[config.mk]
export PLATFORM = sky130hd
export DESIGN_NAME = alu_cmd_issuer
export DESIGN_NICKNAME = d
export VERILOG_FILES = /design/src/rtl/alu_cmd_issuer.sv
export SDC_FILE = /design/constraint.sdc
export NUM_CORES = 1
export LEC_CHECK = 0
export ABC_CLOCK_PERIOD_IN_PS = 3000
export CORE_MARGIN = 2
export CORE_UTILIZATION = 50
export DETAILED_ROUTE_END_ITERATION = 6
export GPL_TIMING_DRIVEN = 0
export PLACE_DENSITY = 0.74
export RECOVER_POWER = 100
export SLEW_MARGIN = 20
export SYNTH_ARGS = -nofsm -noshare
export SYNTH_HDL_FRONTEND = slang
export SYNTH_SLANG_ARGS = --single-unit
[constraint.sdc]
create_clock -name clk_i -period 3 [get_ports clk_i]
set_clock_uncertainty 0.15 [all_clocks]
set_input_delay 0.6 -clock clk_i [delete_from_list [all_inputs] [get_ports clk_i]]
set_output_delay 0.6 -clock clk_i [all_outputs]
set_load 0.02 [all_outputs]
[src/rtl/alu_cmd_issuer.sv]
// Command stage for the 32-bit ALU: queues producer commands, issues them one at a time,
// screens divide/remainder by zero and returns tagged results or a timeout error.
module alu_cmd_issuer #(
  parameter int unsigned DATA_W  = 32,
  parameter int unsigned DEPTH   = 4,
  parameter int unsigned TIMEOUT = 16
) (
  input  logic                    clk_i,
  input  logic                    rst_i,
  input  logic                    cmd_valid_i,
  output logic                    cmd_ready_o,
  input  logic [DATA_W-1:0]       cmd_a_i,
  input  logic [DATA_W-1:0]       cmd_b_i,
  input  logic [2:0]              cmd_op_i,
  input  logic [3:0]              cmd_tag_i,
  output logic                    alu_valid_o,
  output logic [DATA_W-1:0]       alu_operand_a_o,
  output logic [DATA_W-1:0]       alu_operand_b_o,
  output logic [2:0]              alu_operation_o,
  input  logic                    alu_ready_i,
  input  logic [DATA_W-1:0]       alu_result_i,
  output logic                    rsp_valid_o,
  input  logic                    rsp_ready_i,
  output logic [DATA_W-1:0]       rsp_result_o,
  output logic [3:0]              rsp_tag_o,
  output logic [1:0]              rsp_err_o,
  output logic [$clog2(DEPTH):0]  count_o
);

  localparam int unsigned PTR_W = $clog2(DEPTH);
  localparam int unsigned CNT_W = PTR_W + 1;
  localparam int unsigned TMR_W = $clog2(TIMEOUT) + 1;

  localparam logic [2:0] OP_DIV   = 3'd3;
  localparam logic [2:0] OP_REM   = 3'd4;
  localparam logic [1:0] ERR_OK   = 2'b00;
  localparam logic [1:0] ERR_DIV0 = 2'b01;
  localparam logic [1:0] ERR_TMO  = 2'b10;

  typedef struct packed {
    logic [DATA_W-1:0] a;
    logic [DATA_W-1:0] b;
    logic [2:0]        op;
    logic [3:0]        tag;
  } cmd_t;

  typedef enum logic [1:0] {IDLE, ISSUE, WAIT, RESP} state_t;

  state_t            state_q, state_d;
  cmd_t              fifo_mem [DEPTH];
  cmd_t              cmd_in, head;
  logic [PTR_W-1:0]  wr_ptr_q, rd_ptr_q;
  logic [CNT_W-1:0]  count_d;
  logic [DATA_W-1:0] a_q, a_d, b_q, b_d, res_q, res_d;
  logic [2:0]        op_q, op_d;
  logic [3:0]        tag_q, tag_d;
  logic [1:0]        err_q, err_d;
  logic [TMR_W-1:0]  timer_q, timer_d;
  logic              push, pop, issuing_d, resp_d;

  assign cmd_in    = {cmd_a_i, cmd_b_i, cmd_op_i, cmd_tag_i};
  assign head      = fifo_mem[rd_ptr_q];
  assign push      = cmd_valid_i && cmd_ready_o;
  assign issuing_d = (state_d == ISSUE) || (state_d == WAIT);
  assign resp_d    = (state_d == RESP);

  // FIFO storage carries no reset; occupancy alone qualifies the contents
  always_ff @(posedge clk_i) begin
    if (push) fifo_mem[wr_ptr_q] <= cmd_in;
  end

  // Next-state and working-register update
  always_comb begin
    state_d = state_q;
    a_d     = a_q;
    b_d     = b_q;
    op_d    = op_q;
    tag_d   = tag_q;
    res_d   = res_q;
    err_d   = err_q;
    timer_d = timer_q;
    pop     = 1'b0;
    case (state_q)
      IDLE: begin
        if (count_o != '0) begin
          pop   = 1'b1;
          a_d   = head.a;
          b_d   = head.b;
          op_d  = head.op;
          tag_d = head.tag;
          if ((head.op == OP_DIV || head.op == OP_REM) && head.b == '0) begin
            res_d   = '1;
            err_d   = ERR_DIV0;
            state_d = RESP;
          end else begin
            res_d   = '0;
            err_d   = ERR_OK;
            state_d = ISSUE;
          end
        end
      end
      ISSUE: begin
        timer_d = '0;
        state_d = WAIT;
      end
      WAIT: begin
        timer_d = TMR_W'(timer_q + 1'b1);
        // A ready arriving on the last timeout cycle still counts as a result
        if (alu_ready_i) begin
          res_d   = alu_result_i;
          err_d   = ERR_OK;
          state_d = RESP;
        end else if (timer_q == TMR_W'(TIMEOUT - 1)) begin
          res_d   = '0;
          err_d   = ERR_TMO;
          state_d = RESP;
        end
      end
      RESP: begin
        if (rsp_ready_i) state_d = IDLE;
      end
      default: state_d = IDLE;
    endcase
  end

  always_comb begin
    count_d = count_o;
    case ({push, pop})
      2'b10:   count_d = CNT_W'(count_o + 1'b1);
      2'b01:   count_d = CNT_W'(count_o - 1'b1);
      default: count_d = count_o;
    endcase
  end

  // State, pointers and registered outputs decoded from the next state
  always_ff @(posedge clk_i) begin
    if (rst_i) begin
      state_q         <= IDLE;
      wr_ptr_q        <= '0;
      rd_ptr_q        <= '0;
      count_o         <= '0;
      cmd_ready_o     <= 1'b1;
      a_q             <= '0;
      b_q             <= '0;
      op_q            <= '0;
      tag_q           <= '0;
      res_q           <= '0;
      err_q           <= '0;
      timer_q         <= '0;
      alu_valid_o     <= 1'b0;
      alu_operand_a_o <= '0;
      alu_operand_b_o <= '0;
      alu_operation_o <= '0;
      rsp_valid_o     <= 1'b0;
      rsp_result_o    <= '0;
      rsp_tag_o       <= '0;
      rsp_err_o       <= '0;
    end else begin
      state_q         <= state_d;
      if (push) wr_ptr_q <= PTR_W'(wr_ptr_q + 1'b1);
      if (pop)  rd_ptr_q <= PTR_W'(rd_ptr_q + 1'b1);
      count_o         <= count_d;
      cmd_ready_o     <= (count_d != CNT_W'(DEPTH));
      a_q             <= a_d;
      b_q             <= b_d;
      op_q            <= op_d;
      tag_q           <= tag_d;
      res_q           <= res_d;
      err_q           <= err_d;
      timer_q         <= timer_d;
      alu_valid_o     <= (state_d == ISSUE);
      alu_operand_a_o <= issuing_d ? a_d  : '0;
      alu_operand_b_o <= issuing_d ? b_d  : '0;
      alu_operation_o <= issuing_d ? op_d : '0;
      rsp_valid_o     <= resp_d;
      rsp_result_o    <= resp_d ? res_d : '0;
      rsp_tag_o       <= resp_d ? tag_d : '0;
      rsp_err_o       <= resp_d ? err_d : '0;
    end
  end

endmodule

Word-level counts from Yosys, hierarchy flattened. Memories as Yosys holds them, arrays and structs flattened. A register that Yosys moved wholly into a read port is not among the register bits. Cells that the tools add are included. W data, S select, Z words.

Register bits: 227. Memory bits (writable): 284. Bits of input ports: 108. Output and inout port bits: 111. Word-level logic and storage cells: 82. Memories: 1.

Memories: fifo_mem (words 4, bits a word 71, read ports 1, clocked after memory_dff 1, write ports 1, RTL line 50) `cmd_t fifo_mem [DEPTH];`.

$add $sub $neg: 5. Equal/unequal tests: 12. Multiplexer cells: 32. Bitwise logic cells: 2. Reduce and logical (&&, ||, !) cells: 10.

Operators by type and width (count): $mux W32 (8); $pmux W32 S2 (1); $logic_not A32 Y1 (1); $mux W2 (10); $eq A2 B2 Y1 const B (5); $pmux W5 S2 (1); $mux W4 (2); $pmux W2 S4 (1); $eq A2 B1 Y1 const B (3); $mux W3 (2); $pmux W3 S2 (1); $add A5 B1 Y5 const B (1); $eq A5 B4 Y1 const B (1); $mux W1 (5); $add A2 B1 Y2 const B (2); $pmux W2 S2 (1); $reduce_or A2 Y1 (2); $add A3 B1 Y3 const B (1); $eq A3 B2 Y1 const B (1); $eq A3 B3 Y1 const B (1); $ne A3 B3 Y1 const B (1); $reduce_bool A3 Y1 (1); $sub A3 B1 Y3 const B (1); $logic_and A1 B1 Y1 (2); 4 further kinds (6).

Logic depth before layout (Yosys ltp). Gate-level depths: netlist of run 1.

Depth after elaboration: 10. Depth in mapped cells: 14. Gate-level depth less buffers: 12.

Least setup slack after synthesis of run 1. Ideal clock, no wire load.

Kind: register to register. Start: register (tool-made name). End: register alu_operand_a_o[10]. Setup time: 128 ps. Arrival time: 2837 ps. Slack: -115 ps. Stages on the path, launching flop included: 12. Path through: dfxtp_1 -> clkbuf_1 -> clkbuf_1 -> mux4_2 -> nor4_1 -> nand4_1 -> nor3_1 -> nor2_1 -> ha_1 -> clkbuf_1 -> clkbuf_1 -> nor2b_1.

RTL lines: end signal: assignment (RTL line 172) `alu_operand_a_o <= issuing_d ? a_d : '0;`; end: declaration (RTL line 17) `output logic [DATA_W-1:0] alu_operand_a_o,`.

==> results.json, run 1 <==
{
  "outcome": "finished with violations",
  "violations": "setup timing",
  "p_comb_frac": 0.338,
  "antenna_found_initial": 11,
  "synth_area_leaders": "edfxtp_1 (48%), dfxtp_1 (26%), mux4_2 (9.0%), nand2_1 (3.2%), nor2b_1 (2.5%)",
  "slowest_delay_ps": 570,
  "antenna_left": 0,
  "syn_inst": 1160,
  "ir_worst_vdd_mv": 0.709,
  "rsz0062_at_grt": "yes",
  "postSynthAreaPerCell_um2": 15.4,
  "crit_chain": "buf_12 -> buf_12 -> buf_16 -> mux4_2 -> nor4_2 -> nand4_1 -> nor3_4 -> nand2b_4 -> ha_4 -> nand2b_4 -> inv_4 -> nand4_4 -> buf_6 -> o21ai_4",
  "fill_cells": 2547,
  "grt_usage": 0.219,
  "crit_type": "flip-flop to flip-flop",
  "dr.first_iter.drc_count": 679,
  "switching_share": 0.320,
  "dieHeight_um": 193,
  "viasPerCell": 5.41,
  "place_area_um2": 20700,
  "hold_viol": 0,
  "maxSlewHeadroom": 0.163,
  "io_pins": 219,
  "overflow": 0,
  "vias": 10700,
  "start_util": 0.505,
  "wl_um": 41300,
  "ys_seq_area_frac": 0.734,
  "power.density_nw_per_um2": 976,
  "start_kind": "flip-flop",
  "max_freq_mhz": 313,
  "multi_input_area_um2": 4730,
  "rows": 69,
  "regArea_um2": 13100,
  "worst_pin_slew_ps": 1260,
  "ys.flop_type": "edfxtp_1",
  "setup_viol": 79,
  "r2r_end": "rsp_result_o[13]",
  "syn_area_um2": 17900,
  "area_delta_synth_final_pct": 29.5,
  "drive_gt1_frac": 0.193,
  "syn-num-nets": 1282,
  "ctsHtreeMaxLevel": 2,
  "synthDistinctLibCells": 42,
  "switchingPower_mw": 7.23,
  "pre_cts_ws_ps": -1520,
  "io_buffers": 218,
  "crit_path_max_fanout": 6,
  "cp-end-kind": "flip-flop",
  "cts_tree": "yes",
  "firstDrtPassIters": 5,
  "tns_ps": -10570,
  "die_w_um": 193,
  "critical_path.endpoint": "rsp_result_o[13]",
  "die_area_um2": 37200,
  "reg2regPathDepth": 14,
  "place_congestion": 0.843,
  "cts_root_buf": "clkbuf_16",
  "min_period_over_period": 1.07,
  "synth_area_leader_cell": "edfxtp_1",
  "clkPwrFrac": 0.260,
  "seq_power_share": 0.402,
  "synth-edff-count": 284,
  "crit_slowest_cell": "mux4_2",
  "layout_setup_ws_ps": -198,
  "layout_min_cycle_time_ps": 3200,
  "final_area_um2": 23100,
  "cp.arrival_ps": 3520,
  "grt_pass1_vias": 10700,
  "async_flop_share": 0,
  "grt_start_max_net_pins": 42,
  "clock_sinks": 513,
  "clkTransAtPathRegs_ps": 60,
  "nNetsFinal": 1589,
  "power_mw": 22.6,
  "clk-insertion-delay-late_ps": 560,
  "core_area_um2": 35400,
  "ys_seq_elements": 513,
  "hold_path_class": "flip-flop to flip-flop",
  "power_leakage_nw": 8.33,
  "routedWlPerCell_um": 20.9,
  "maxCapViolCount": 0,
  "cts_buffers": 50,
  "rrSetupSlack_ps": -200,
  "yosys.area.top_type_share": 0.478,
  "p_int_mw": 15.3,
  "finalMaxSlewViolations": 0,
  "grt_pass1_wl_um": 60900,
  "yosysWarnings": 0,
  "dp_hpwl_um": 26200,
  "ctsLongestPathBuffers": 3,
  "timing.critical_path.required_ps": 3320,
  "drc": 0
}
placed cells by master (no fill, tap or decap), types with 3 or more instances in the layout:
master / n
o21ai_2: 42
o21ai_1: 13
inv_1: 11
mux4_2: 71
edfxtp_1: 284
clkbuf_16: 56
bufinv_16: 3
nand2_1: 152
nor4_4: 3
buf_6: 12
buf_4: 25
xnor2_1: 3
and3_2: 4
dfxtp_1: 227
clkinv_2: 5
a22oi_1: 32
clkbuf_2: 4
a21oi_1: 77
and2_1: 6
clkbuf_4: 7
nor2b_2: 4
nor2b_4: 13
ha_1: 11
nand2b_1: 4
nor3_1: 4
diode_2: 8
nor2b_1: 55
buf_2: 3
nor4_2: 4
clkdlybuf4s50_1: 38
nand3_1: 6
o21ai_0: 12
clkbuf_1: 55
xor2_1: 3
dlygate4sd3_1: 180
clkbuf_8: 4
clkinv_1: 8
nor2_1: 15
nor4_1: 5
buf_12: 6
how the worst min path moves through the flow:
| stage | from | end | slack [ps] | depth (start not counted) |
|---|---|---|---|---|
| after CTS | b_q[30] | b_q[30] | 300 | 2 |
| final | b_q[27] | b_q[27] | 300 | 2 |
| after detailed placement | b_q[25] | b_q[25] | 290 | 2 |
| after global routing | op_q[0] | op_q[0] | 330 | 2 |
| after floorplan | tag_q[0] | tag_q[0] | 280 | 2 |
| after global placement | a_q[28] | a_q[28] | 290 | 2 |
what timing repair did:
item                                    4_1_cts  5_1_grt
gates cloned                                 11        0
hold buffers                                  0        0
buffers inserted                             18        6
endpoints found under the setup margin      113      110
gates resized for setup                     119       40
endpoints found under the hold margin         0        0
pin swaps                                     5        4
synth_stat cells, types with 2 or more instances:
master and n:
a21oi_1 77, a22oi_1 32, and2_1 6, and3_1 6, and4_1 2, buf_1 2
buf_2 8, buf_6 5, clkbuf_1 53, dfxtp_1 229, edfxtp_1 284, ha_1 13
inv_1 12, mux4_2 71, nand2_1 152, nand2b_1 6, nand3_1 6, nand3b_1 2
nand4_1 2, nor2_1 15, nor2b_1 72, nor3_1 6, nor4_1 10, nor4_2 2
o21ai_0 29, o21ai_1 13, o21ai_2 26, xnor2_1 3, xor2_1 3
cell type report:
type	count	share of cell area
Antenna cell	8	0.000866
Buffer	68	0.0225
Clock buffer	70	0.0578
Clock inverter	21	0.00844
Inverter	12	0.00206
Multi-Input combinational cell	567	0.204
Sequential cell	513	0.567
Tap cell	461	0.0249
Timing Repair Buffer	255	0.112
stage by stage:
step / utilization / std cells / hold slack (ps)
2_1_floorplan: - / 1160 / 284
3_3_place_gp: 0.583 / 1839 / 290
6_report: 0.653 / 1975 / 304
5_1_grt: 0.653 / 1968 / 333
4_1_cts: 0.651 / 1962 / 305
3_5_place_dp: 0.586 / 1843 / 295
routing by layer:
metal	part of all wire	track usage	vias up
met2	0.49	0.371	397
met5	0.0013	0	-
met3	0.079	0.0494	90
li1	-	-	4904
met4	0.027	0.0696	8
met1	0.40	0.282	5281
power by group through the flow:
| stage | registers (mW) | clock network [mW] | logic, mW |
|---|---|---|---|
| floorplan | 9.54 | 0 | 3.35 |
| global placement | 9.20 | 0 | 6.04 |
| detailed placement | 9.19 | 0 | 6.19 |
| CTS | 9.07 | 5.95 | 7.57 |
| global route | 9.17 | 6.23 | 8.17 |
| finish | 9.07 | 5.87 | 7.63 |
flip-flops by register name, indices dropped and copies added, names as in the netlist, 3 cells and up, named ones only:
signal and cells:
tag_q 4, fifo_mem 284, a_q 32, res_q 32
timer_q 5, b_q 32, op_q 3, alu_operand_b_o 32
alu_operation_o 3, rsp_tag_o 4, alu_operand_a_o 32, count_o 3
rsp_result_o 32
critical path, delay by kind of cell, from the launching register on:
family,cells,cell delay (ps)
and+or+nand+nor,6,1150
buffers and inverters,5,660
muxes,1,570
DFF,1,360
adders and majority gates,1,140
AOI/OAI and AO/OA,1,60
kinds of logic after synthesis:
family	share of synthesized area
AO/OA/AOI/OAI	0.0617
AND/OR/NAND/NOR	0.0802
buffers and inverters	0.0199
adder cells (fa/ha/maj)	0.0102
multiplexers	0.0907
flip-flops	0.734
XOR/XNOR	0.00294
Note: power is estimated with default switching activity, not from simulation.
==> inputs of run 2 (changes only) <==
- GPL_ROUTABILITY_DRIVEN: default -> 0
==> results of run 2 <==
The final DEF is identical to that of run 1; final timing and power are the same.
==> inputs of run 3 (changes only) <==
- CORE_MARGIN: 2 -> default
- PLACE_DENSITY: 0.74 -> default
- PLACE_DENSITY_LB_ADDON: default -> 0.2
==> results.json, run 3 (synthesis gave the netlist of run 1 again) <==
{
  "tns_ps": -17450,
  "clk-insertion-delay-late_ps": 570,
  "largest_reg_flops": 284,
  "layout_setup_ws_ps": -249,
  "power.density_nw_per_um2": 1000,
  "ir_worst_vdd_mv": 0.574,
  "grt_pass1_vias": 10700,
  "critPathBufInv": 6,
  "final_core_util": 0.673,
  "antenna_found_initial": 11,
  "setup_viol": 130,
  "start_util": 0.512,
  "start_kind": "flip-flop",
  "cts_root_buf": "clkbuf_16",
  "max_freq_mhz": 308,
  "pre_cts_ws_ps": -1600,
  "core_area_um2": 34900,
  "io_buffers": 218,
  "cts_buffers": 51,
  "clock_sinks": 513,
  "dieHeight_um": 191,
  "dr.first_iter.drc_count": 730,
  "viasPerCell": 5.40,
  "wl_um": 41100,
  "grt_usage": 0.225,
  "crit_slowest_cell": "mux4_2",
  "top_register": "fifo_mem",
  "routedWlPerCell_um": 20.7,
  "nNetsFinal": 1597,
  "cts_tree": "yes",
  "antenna_left": 0,
  "grt_pass1_wl_um": 61400,
  "overflow": 0,
  "cp_top_family": "buffers and inverters",
  "cp-end-kind": "flip-flop",
  "rows": 68,
  "ctsLongestPathBuffers": 3,
  "vias": 10700,
  "io_pins": 219,
  "finalMaxSlewViolations": 0,
  "crit_chain": "buf_12 -> buf_12 -> buf_6 -> mux4_2 -> nor4_4 -> nand4_1 -> nor3_4 -> buf_4 -> nor2_2 -> ha_4 -> clkbuf_16 -> clkbuf_16 -> nor2b_4",
  "crit_type": "flip-flop to flip-flop",
  "firstDrtPassIters": 5,
  "slowest_delay_ps": 570,
  "area_delta_synth_final_pct": 31.5,
  "maxCapViolCount": 0,
  "timing.critical_path.required_ps": 3310,
  "power_leakage_nw": 8.51,
  "placedCellCount": 1841,
  "drive_gt1_frac": 0.217,
  "final_cell_count_no_fill": 1982,
  "final_common_cell": "edfxtp_1",
  "violations": "setup timing",
  "ctsHtreeMaxLevel": 2,
  "drc": 0,
  "worst_pin_slew_ps": 1380,
  "hold_viol": 0,
  "clkTransAtPathRegs_ps": 60,
  "grt_start_max_net_pins": 42,
  "layout_min_cycle_time_ps": 3250,
  "rsz0062_at_grt": "yes",
  "die_w_um": 191,
  "crit_path_max_fanout": 8,
  "hold_path_class": "flip-flop to flip-flop",
  "outcome": "finished with violations",
  "final_cell_mix": "edfxtp_1 (284), dfxtp_1 (227), dlygate4sd3_1 (184)",
  "dp_hpwl_um": 25800,
  "cp.arrival_ps": 3560,
  "die_area_um2": 36500,
  "maxSlewHeadroom": 0.0776,
  "min_period_over_period": 1.08
}
[run 3: changes by cell type in the layout (fill, tap and decap cells not counted), moves of 4 or more]
| cell | previous run | this run |
|---|---|---|
| buf_4 | 25 | 21 |
| clkbuf_16 | 56 | 63 |
| nor2b_4 | 13 | 22 |
| clkinv_1 | 8 | 4 |
| clkbuf_2 | 4 | 8 |
| nor2b_2 | 4 | 9 |
| nor2b_1 | 55 | 41 |
| o21ai_2 | 42 | 54 |
| and3_2 | 4 | 0 |
| dlygate4sd3_1 | 180 | 184 |
| clkdlybuf4s50_1 | 38 | 34 |
| and3_1 | 2 | 6 |
| o21ai_0 | 12 | 2 |
| buf_6 | 12 | 19 |
[run 3: worst paths after layout]
path                            startpoint             endpoint  slack, ps  depth (start not counted)
worst min-delay path                a_q[0]               a_q[0]        300                          2
worst max register to register   flip-flop  alu_operand_a_o[23]       -250                         13
worst max-delay path             flip-flop  alu_operand_a_o[23]       -250                         13
worst min register to register      a_q[0]               a_q[0]        300                          2
[run 3: per-stage QoR]
| step | total power, mW | cell area, µm² | hold slack [ps] |
|---|---|---|---|
| floorplan | 12.9 | 17900 | 284 |
| global placement | 15.3 | 20600 | 290 |
| detailed placement | 15.4 | 20800 | 295 |
| CTS | 23.0 | 23200 | 304 |
| global route | 24.6 | 23500 | 323 |
| finish | 23.6 | 23500 | 303 |
[run 3: final cells by class]
| cell class | count | area, µm² |
|---|---|---|
| antenna | 9 | 22.5 |
| buffer | 68 | 520 |
| clock buffer | 77 | 1510 |
| clock inverter | 19 | 183 |
| fill | 2445 | 11400 |
| inverter | 12 | 47.5 |
| multi-input combinational | 566 | 4810 |
| sequential | 513 | 13100 |
| tap | 455 | 569 |
| timing repair buffer | 263 | 2710 |
[run 3: where the power goes]
group	internal [mW]	switching (mW)	total, mW	leakage [nW]
logic	3.59	4.62	8.21	3.21
clock network	3.75	2.59	6.34	0.833
registers	8.70	0.347	9.05	4.47
[run 3: timing repair]
action / 4_1_cts / 5_1_grt
pin swaps: 9 / 4
endpoints found under the setup margin: 140 / 136
hold buffers: 0 / 0
gates resized for setup: 120 / 90
setup buffers: 18 / 9
cloned: 9 / 3
[run 3: worst reg2reg max path, delay by kind of cell (launching register included)]
family	cells	cell delay (ps)
adders and majority gates	1	320
buffers and inverters	6	920
DFF	1	350
muxes	1	570
and+or+nand+nor	5	850
[run 3: metal layers]
layer | up-vias | share of wire | global-route usage
li1 | 4921 | - | -
met1 | 5322 | 0.43 | 0.304
met2 | 364 | 0.47 | 0.361
met3 | 91 | 0.068 | 0.0477
met4 | 2 | 0.032 | 0.0775
met5 | - | 0.00029 | 0
